## src/rtl/mpdmac_sched_pkg.sv

```systemverilog
`default_nettype none
// ============================================================================
// Module      : mpdmac_sched_pkg
// Description : Shared types and constants for the mirror-padding DMA
//               command scheduler: FSM state encoding, the legal matrix
//               width window and the per-channel descriptor layout.
// Revision    : 1.0 - initial release
// ============================================================================
package mpdmac_sched_pkg;

  // Scheduler FSM states
  typedef enum logic [2:0] {
    ST_IDLE     = 3'd0,
    ST_ISSUE    = 3'd1,
    ST_WAIT_ACK = 3'd2,
    ST_BUSY     = 3'd3,
    ST_COMPLETE = 3'd4,
    ST_FAULT    = 3'd5
  } state_e;

  // Mirroring reads column/row N-2, so N must be at least 3.
  localparam int unsigned MIN_WIDTH = 3;
  // The engine's 4-bit burst length carries N+1, so N may not exceed 14.
  localparam int unsigned MAX_WIDTH = 14;

  // One latched matrix-padding descriptor
  typedef struct packed {
    logic [31:0] src;
    logic [31:0] dst;
    logic [5:0]  width;
  } desc_t;

  // True when the engine can legally process a matrix of width w.
  function automatic logic width_ok(input logic [5:0] w);
    return (w >= 6'(MIN_WIDTH)) && (w <= 6'(MAX_WIDTH));
  endfunction

endpackage : mpdmac_sched_pkg
`default_nettype wire

```

## src/rtl/mpdmac_rr_arb.sv

```systemverilog
`default_nettype none
// ============================================================================
// Module      : mpdmac_rr_arb
// Description : Combinational round-robin arbiter. Grants the first set
//               request bit at or after the pointer, searching cyclically.
// Revision    : 1.0 - initial release
// Ports       : req_i     - request vector (one bit per channel)
//               ptr_i     - round-robin start position
//               gnt_o     - one-hot grant (all-zero when no request)
//               idx_o     - encoded index of the granted channel
//               any_req_o - at least one request bit is set
// ============================================================================
module mpdmac_rr_arb #(
  parameter int unsigned NUM_CH = 4
) (
  input  logic [NUM_CH-1:0] req_i,
  input  logic [2:0]        ptr_i,
  output logic [NUM_CH-1:0] gnt_o,
  output logic [2:0]        idx_o,
  output logic              any_req_o
);

  // Rotate the request vector so the pointer position lands on bit 0;
  // a plain priority search over the rotated vector is then round-robin.
  logic [NUM_CH-1:0] req_rot;
  assign req_rot = NUM_CH'({req_i, req_i} >> ptr_i);

  logic       found;
  logic [3:0] sum;

  always_comb begin
    idx_o = 3'd0;
    found = 1'b0;
    sum   = 4'd0;
    for (int i = 0; i < NUM_CH; i++) begin
      if (!found && req_rot[i]) begin
        found = 1'b1;
        // Undo the rotation: index = (ptr + i) mod NUM_CH
        sum = {1'b0, ptr_i} + 4'(i);
        if (sum >= 4'(NUM_CH)) begin
          sum = sum - 4'(NUM_CH);
        end
        idx_o = sum[2:0];
      end
    end
  end

  assign any_req_o = |req_i;

  for (genvar j = 0; j < NUM_CH; j++) begin : g_gnt
    assign gnt_o[j] = any_req_o && (idx_o == 3'(j));
  end

endmodule : mpdmac_rr_arb
`default_nettype wire

```

## src/rtl/mpdmac_sched.sv

```systemverilog
`default_nettype none
// ============================================================================
// Module      : mpdmac_sched
// Description : Multi-channel command scheduler for the mirror-padding DMA
//               engine. Holds one descriptor per channel, validates the
//               matrix width, arbitrates round-robin, sequences the engine
//               start/done handshake and reports completion via status bits
//               and a level interrupt.
// Revision    : 1.0 - initial release
// Config      : MPDMAC_SCHED_TIMEOUT_EN - enables the WAIT_ACK/BUSY watchdog
//               (limit TIMEOUT_CYCLES); otherwise fault_o is tied low.
// Ports       : clk, rst_n (sync, active-low)
//               req_valid_i/req_ready_o      - per-channel descriptor handshake
//               req_src_i/req_dst_i/req_width_i - flattened descriptor fields
//               cmpl_valid_o/cmpl_err_o      - completion pulse and error flag
//               irq_status_o/irq_clr_i/irq_o - sticky status, W1C, level IRQ
//               eng_*                        - shared engine command interface
//               busy_o/cur_ch_o/fault_o      - scheduler status
// ============================================================================
module mpdmac_sched
  import mpdmac_sched_pkg::*;
#(
  parameter int unsigned NUM_CH         = 4,
  parameter int unsigned TIMEOUT_CYCLES = 65535
) (
  input  logic                 clk,
  input  logic                 rst_n,
  input  logic [NUM_CH-1:0]    req_valid_i,
  output logic [NUM_CH-1:0]    req_ready_o,
  input  logic [NUM_CH*32-1:0] req_src_i,
  input  logic [NUM_CH*32-1:0] req_dst_i,
  input  logic [NUM_CH*6-1:0]  req_width_i,
  output logic [NUM_CH-1:0]    cmpl_valid_o,
  output logic                 cmpl_err_o,
  output logic [NUM_CH-1:0]    irq_status_o,
  input  logic [NUM_CH-1:0]    irq_clr_i,
  output logic                 irq_o,
  output logic [31:0]          eng_src_addr_o,
  output logic [31:0]          eng_dst_addr_o,
  output logic [5:0]           eng_mat_width_o,
  output logic                 eng_start_o,
  input  logic                 eng_done_i,
  output logic                 busy_o,
  output logic [2:0]           cur_ch_o,
  output logic                 fault_o
);

  if (NUM_CH < 2 || NUM_CH > 8 || TIMEOUT_CYCLES > 65535) begin : g_param_err
    $error("mpdmac_sched: NUM_CH must be 2..8 and TIMEOUT_CYCLES must fit 16 bits");
  end

  state_e            state_q;
  logic [NUM_CH-1:0] pend_q, pend_d;
  logic [NUM_CH-1:0] irq_q, irq_d;
  logic [NUM_CH-1:0] cur_oh_q;
  logic [NUM_CH-1:0] cmpl_valid_q;
  logic              cmpl_err_q;
  logic [2:0]        rr_ptr_q;
  logic [2:0]        cur_ch_q;
  logic [31:0]       eng_src_q, eng_dst_q;
  logic [5:0]        eng_width_q;
  logic              eng_start_q;
  desc_t             desc_q [NUM_CH];

  logic [NUM_CH-1:0] accept;
  logic [NUM_CH-1:0] gnt;
  logic [2:0]        gnt_idx;
  logic              any_req;
  desc_t             sel_desc;
  logic [2:0]        next_ptr;

  assign accept = req_valid_i & ~pend_q;

  mpdmac_rr_arb #(
    .NUM_CH (NUM_CH)
  ) u_arb (
    .req_i     (pend_q),
    .ptr_i     (rr_ptr_q),
    .gnt_o     (gnt),
    .idx_o     (gnt_idx),
    .any_req_o (any_req)
  );

  // Descriptor mux driven by the one-hot grant
  always_comb begin
    sel_desc = '0;
    for (int c = 0; c < NUM_CH; c++) begin
      if (gnt[c]) begin
        sel_desc = desc_q[c];
      end
    end
  end

  assign next_ptr = (cur_ch_q == 3'(NUM_CH - 1)) ? 3'd0 : cur_ch_q + 3'd1;

  // An accept and the COMPLETE clear can never hit the same channel because
  // a channel only accepts while its pend bit is low.
  always_comb begin
    pend_d = pend_q | accept;
    if (state_q == ST_COMPLETE) begin
      pend_d = pend_d & ~cur_oh_q;
    end
  end

  // Clear first, then set, so a coinciding set wins.
  always_comb begin
    irq_d = irq_q & ~irq_clr_i;
    if (state_q == ST_COMPLETE) begin
      irq_d = irq_d | cur_oh_q;
    end
  end

  always_ff @(posedge clk) begin
    if (!rst_n) begin
      pend_q <= '0;
      irq_q  <= '0;
      for (int c = 0; c < NUM_CH; c++) begin
        desc_q[c] <= '0;
      end
    end else begin
      pend_q <= pend_d;
      irq_q  <= irq_d;
      for (int c = 0; c < NUM_CH; c++) begin
        if (accept[c]) begin
          desc_q[c] <= '{src:   req_src_i[c*32 +: 32],
                         dst:   req_dst_i[c*32 +: 32],
                         width: req_width_i[c*6 +: 6]};
        end
      end
    end
  end

`ifdef MPDMAC_SCHED_TIMEOUT_EN
  localparam logic [15:0] TMO_LIMIT = 16'(TIMEOUT_CYCLES);
  logic [15:0] tmo_cnt_q;
  logic        tmo_hit_q;
  logic        fault_q;
  assign fault_o = fault_q;
`else
  assign fault_o = 1'b0;
`endif

  // Main FSM; all engine and completion outputs are registered here.
  always_ff @(posedge clk) begin
    if (!rst_n) begin
      state_q      <= ST_IDLE;
      rr_ptr_q     <= 3'd0;
      cur_ch_q     <= 3'd0;
      cur_oh_q     <= '0;
      eng_src_q    <= 32'd0;
      eng_dst_q    <= 32'd0;
      eng_width_q  <= 6'd0;
      eng_start_q  <= 1'b0;
      cmpl_valid_q <= '0;
      cmpl_err_q   <= 1'b0;
`ifdef MPDMAC_SCHED_TIMEOUT_EN
      tmo_cnt_q    <= 16'd0;
      tmo_hit_q    <= 1'b0;
      fault_q      <= 1'b0;
`endif
    end else begin
      eng_start_q  <= 1'b0;
      cmpl_valid_q <= '0;
      cmpl_err_q   <= 1'b0;
      case (state_q)
        ST_IDLE: begin
          if (any_req) begin
            eng_src_q   <= sel_desc.src;
            eng_dst_q   <= sel_desc.dst;
            eng_width_q <= sel_desc.width;
            cur_ch_q    <= gnt_idx;
            cur_oh_q    <= gnt;
            if (width_ok(sel_desc.width)) begin
              eng_start_q <= 1'b1;
              state_q     <= ST_ISSUE;
            end else begin
              // Illegal width: report an error without touching the engine
              cmpl_valid_q <= gnt;
              cmpl_err_q   <= 1'b1;
              state_q      <= ST_COMPLETE;
            end
          end
        end
        ST_ISSUE: begin
          state_q <= ST_WAIT_ACK;
        end
        ST_WAIT_ACK: begin
          // done still reads high until the engine has taken the start
          if (!eng_done_i) begin
            state_q <= ST_BUSY;
          end
        end
        ST_BUSY: begin
          if (eng_done_i) begin
            cmpl_valid_q <= cur_oh_q;
            state_q      <= ST_COMPLETE;
          end
        end
        ST_COMPLETE: begin
          rr_ptr_q <= next_ptr;
`ifdef MPDMAC_SCHED_TIMEOUT_EN
          if (tmo_hit_q) begin
            fault_q <= 1'b1;
            state_q <= ST_FAULT;
          end else begin
            state_q <= ST_IDLE;
          end
`else
          state_q <= ST_IDLE;
`endif
        end
        ST_FAULT: begin
          state_q <= ST_FAULT;
        end
        default: begin
          state_q <= ST_IDLE;
        end
      endcase

`ifdef MPDMAC_SCHED_TIMEOUT_EN
      // Watchdog overrides the normal WAIT_ACK/BUSY progression
      if (state_q == ST_ISSUE) begin
        tmo_cnt_q <= 16'd0;
      end else if (state_q == ST_WAIT_ACK || state_q == ST_BUSY) begin
        if (tmo_cnt_q == TMO_LIMIT) begin
          cmpl_valid_q <= cur_oh_q;
          cmpl_err_q   <= 1'b1;
          tmo_hit_q    <= 1'b1;
          state_q      <= ST_COMPLETE;
        end else begin
          tmo_cnt_q <= tmo_cnt_q + 16'd1;
        end
      end
`endif
    end
  end

  assign req_ready_o     = ~pend_q;
  assign cmpl_valid_o    = cmpl_valid_q;
  assign cmpl_err_o      = cmpl_err_q;
  assign irq_status_o    = irq_q;
  assign irq_o           = |irq_q;
  assign eng_src_addr_o  = eng_src_q;
  assign eng_dst_addr_o  = eng_dst_q;
  assign eng_mat_width_o = eng_width_q;
  assign eng_start_o     = eng_start_q;
  assign busy_o          = (state_q != ST_IDLE);
  assign cur_ch_o        = cur_ch_q;

endmodule : mpdmac_sched
`default_nettype wire

```

## config.mk

```make
export PLATFORM = sky130hd
export DESIGN_NAME = mpdmac_sched
export DESIGN_NICKNAME = d
export VERILOG_FILES = /design/src/rtl/mpdmac_sched_pkg.sv /design/src/rtl/mpdmac_rr_arb.sv /design/src/rtl/mpdmac_sched.sv
export SDC_FILE = /design/constraint.sdc
export NUM_CORES = 1
export LEC_CHECK = 0
export ABC_AREA = 1
export BUFFER_PORTS_ARGS = -buffer_cell sky130_fd_sc_hd__buf_2
export CAP_MARGIN = 5
export CORE_ASPECT_RATIO = 0.7
export CORE_MARGIN = 2
export CORE_UTILIZATION = 35
export CTS_CLUSTER_DIAMETER = 150
export DETAILED_ROUTE_END_ITERATION = 12
export SLEW_MARGIN = 20
export SYNTH_ARGS = -nofsm -noshare
export SYNTH_HDL_FRONTEND = slang
export SYNTH_SLANG_ARGS = --single-unit
```

## constraint.sdc

```tcl
create_clock -name clk -period 2.5 [get_ports clk]
set_clock_uncertainty 0.1 [all_clocks]
set_input_delay 0 -clock clk [delete_from_list [all_inputs] [get_ports clk]]
set_output_delay 0 -clock clk [all_outputs]
set_load 0.005 [all_outputs]
```

==> results.yml <==
run_status:
  status: "finished with violations"
  violations: "setup timing"
routing:
  drtIter0Drc: 903
  drc: 0
  avgViaCountPerCell: 4.78
  wl_per_cell_um: 18.7
  drtAntennaViolNets: 0
  wl_um: 58500
  drt-pass1-iter-count: 5
  vias: 15000
clock_tree:
  clk_pin_slew_worst_paths_ns: 0.06
  clock_latency_ns: 0.55
  root_buffer: "clkbuf_16"
  cts.sinks: 377
  cts_tree: "yes"
  cts_max_path_buffers: 3
  cts-buffers-inserted: 41
  htree_levels: 2
grt:
  grtUsageTotal_pct: 22.9
  gr-total-overflow: 0
  grt_use_met2_pct: 38.5
  grt.busiest_layer: "met2"
  use_met1_pct: 29.5
  grt_pass1_vias: 15200
  antenna_found_initial: 10
  grt_pass1_wl_um: 84000
  use_met3_pct: 3.90
  grt_max_degree: 77
timing:
  worst_hold_slack_ns: 0.162
  final-setup-viol-count: 17
  tns_ns: -0.345
  layout_min_cycle_time_ns: 2.54
  fmax_ghz: 0.393
  drv_slew: 0
  worst_slack_ns: -0.0424
  hold_violations: 0
  finalCritPeriodShare_pct: 102
  relSlewSlack_pct: 57.7
  grt_setup_unrepaired: "yes"
  tightest_slew_ns: 0.635
power:
  finalPower_mw: 24.1
  max-vdd-ir-drop_mv: 0.992
  p_leak_nw: 11.3
  pwr_density_cell_nw_per_um2: 998
hold_path:
  min-delay-start: "irq_clr_i[3]"
  hp-class: "in2reg"
synthesis:
  ys_ff_latch: 377
  syn_area_sq_um: 16200
  synth.distinct_cells: 33
  yosysWarnings: 0
  syn_area_per_cell_sq_um: 9.15
  yosysSeqAreaShare_pct: 63.9
  synth_nets: 2063
  postSynthCellCount: 1770
critical_path:
  cp_cell_sequence: "buf_6 > nand3_2 > nand2_2 > nand2_2 > nand2_4 > nor2_4 > buf_6 > nand4_1 > nand3_4 > buf_4 > nor3_4 > buf_8 > nand2_4 > nand4_4 > nor2_4 > nand3_4 > nand3_1 > a21oi_2"
  r2r_cells: 18
  max_stage_delay_ns: 0.40
  required_ns: 2.88
  r2r_start: "rr_ptr_q[0]$_SDFFE_PN0N_"
  crit_path_end: "cmpl_valid_o[3]$_SDFF_PN0_"
  crit_type: "reg2reg"
  critPathCaptureType: "flop"
  path_max_fanout: 6
  startpoint_type: "flop"
  slowest_stage: "dfxtp_4"
  cp-startpoint: "rr_ptr_q[0]$_SDFFE_PN0N_"
  reg2reg_slack_ns: -0.04
  cp.arrival_ns: 2.92
  r2r-end: "cmpl_valid_o[3]$_SDFF_PN0_"
finish:
  final_util_pct: 53.1
  fin_area_sq_um: 24100
  mostFrequentLayoutCells: "nand2_1 (414), buf_2 (379), inv_1 (306), nor2_1 (304), dlygate4sd3_1 (302)"
  layout.cells.non_filler: 3129
  fin_nets: 2776
  drive_gt1_share_pct: 23.5
  syn_to_final_growth_pct: 48.8
  final_common_cell: "nand2_1"
floorplan:
  row_count: 65
  dieWidth_um: 261
  die_h_um: 184
  core-area_sq_um: 45400
  io_pins: 381
  dieArea_sq_um: 48000
  initial_core_util_pct: 35.7
placement:
  dp_cells: 2710
  dp_slack_ns: -0.0852
  gp_congestion: 0.855
  dpl-instance-area_sq_um: 19100
  dp_hpwl_um: 34000
  io_buffers: 379
job:
  drv_cap: 0
## critical path, delay by kind of cell, from the launching register on
| kind | cells | cell delay (ns) |
|---|---|---|
| AOI/OAI and AO/OA | 1 | 0.14 |
| buffers and inverters | 4 | 0.58 |
| DFF | 1 | 0.40 |
| and+or+nand+nor | 13 | 1.25 |
## per-layer routing
metal	vias up	part of all wire, %
met2	665	48
met5	-	0.022
met4	2	3.4
li1	7019	-
met1	7131	41
met3	147	7.7
## how the worst min path moves through the flow
stage / cells past startpoint / endpoint / slack, ns
finish: 5 / irq_status_o[3]$_SDFF_PN0_ / 0.16
global route: 5 / irq_status_o[3]$_SDFF_PN0_ / 0.19
CTS: 5 / irq_status_o[0]$_SDFF_PN0_ / 0.14
detailed placement: 4 / irq_status_o[1]$_SDFF_PN0_ / 0.16
global placement: 4 / irq_status_o[3]$_SDFF_PN0_ / 0.16
floorplan: 2 / pend_q[0]$_SDFF_PN0_ / 0.03
## kinds of logic after synthesis
| family | synth area share, % |
|---|---|
| DFF | 63.9 |
| and+or+nand+nor | 22.7 |
| AOI/OAI and AO/OA | 3.53 |
| buffers and inverters | 9.71 |
| other | 0.0232 |
| adders and majority gates | 0.155 |
## final cells by class
| class | instances | area (sq um) |
|---|---|---|
| Clock inverter | 23 | 208 |
| Inverter | 317 | 1210 |
| Antenna cell | 11 | 27.5 |
| Tap cell | 603 | 754 |
| Timing Repair Buffer | 756 | 5940 |
| Clock buffer | 52 | 1110 |
| Sequential cell | 377 | 10400 |
| Multi-Input combinational cell | 990 | 4490 |
| Fill cell | 4048 | 21300 |
## sequential cells by signal, summed over array words and instances (netlist names)
name / flops
desc_q: 280
eng_dst_addr_o: 32
eng_src_addr_o: 32
eng_mat_width_o: 6
cmpl_valid_o: 4
cur_oh_q: 4
irq_status_o: 4
pend_q: 4
cur_ch_o: 3
rr_ptr_q: 3
state_q: 3
cmpl_err_o: 1
eng_start_o: 1
## synthesized netlist by cell type
master	number	area share (%)
nor2_4	2	0.14
buf_1	7	0.16
a31oi_1	4	0.15
clkbuf_1	51	1.2
clkinv_1	1	0.023
nor2_2	5	0.19
nand2_2	9	0.35
nand4_2	3	0.23
nor3_4	1	0.10
nand3_4	1	0.11
nand2_1	430	10
dfxtp_1	97	12
a211oi_1	2	0.093
edfxtp_1	280	52
or4_1	1	0.046
nor4_1	2	0.077
conb_1	1	0.023
buf_6	2	0.14
inv_1	309	7.2
nand4_1	68	2.6
nand3_2	4	0.25
buf_2	21	0.65
nor3_1	2	0.062
o21ai_0	16	0.49
buf_4	5	0.23
ha_1	2	0.15
a21oi_2	1	0.054
nor2_1	308	7.1
nand3_1	42	1.3
inv_2	7	0.16
a21oi_1	78	2.4
nand2_4	1	0.070
o211ai_1	7	0.32
## what timing repair did
item / in CTS / in global routing
setup buffers: 0 / 22
endpoints found under the setup margin: 33 / 72
pin swaps: 0 / 24
hold buffers: 302 / 0
resized for setup: 3 / 60
hold endpoints to repair: 297 / 0
cloned: 0 / 9
## power by group
group          total, mW  switching (mW)  internal (mW)
Clock               6.05            2.58           3.47
Combinational       9.74            5.80           3.93
Sequential          8.27           0.520           7.75
Total               24.1            8.90           15.2
Power figures use the tool's default switching activity.
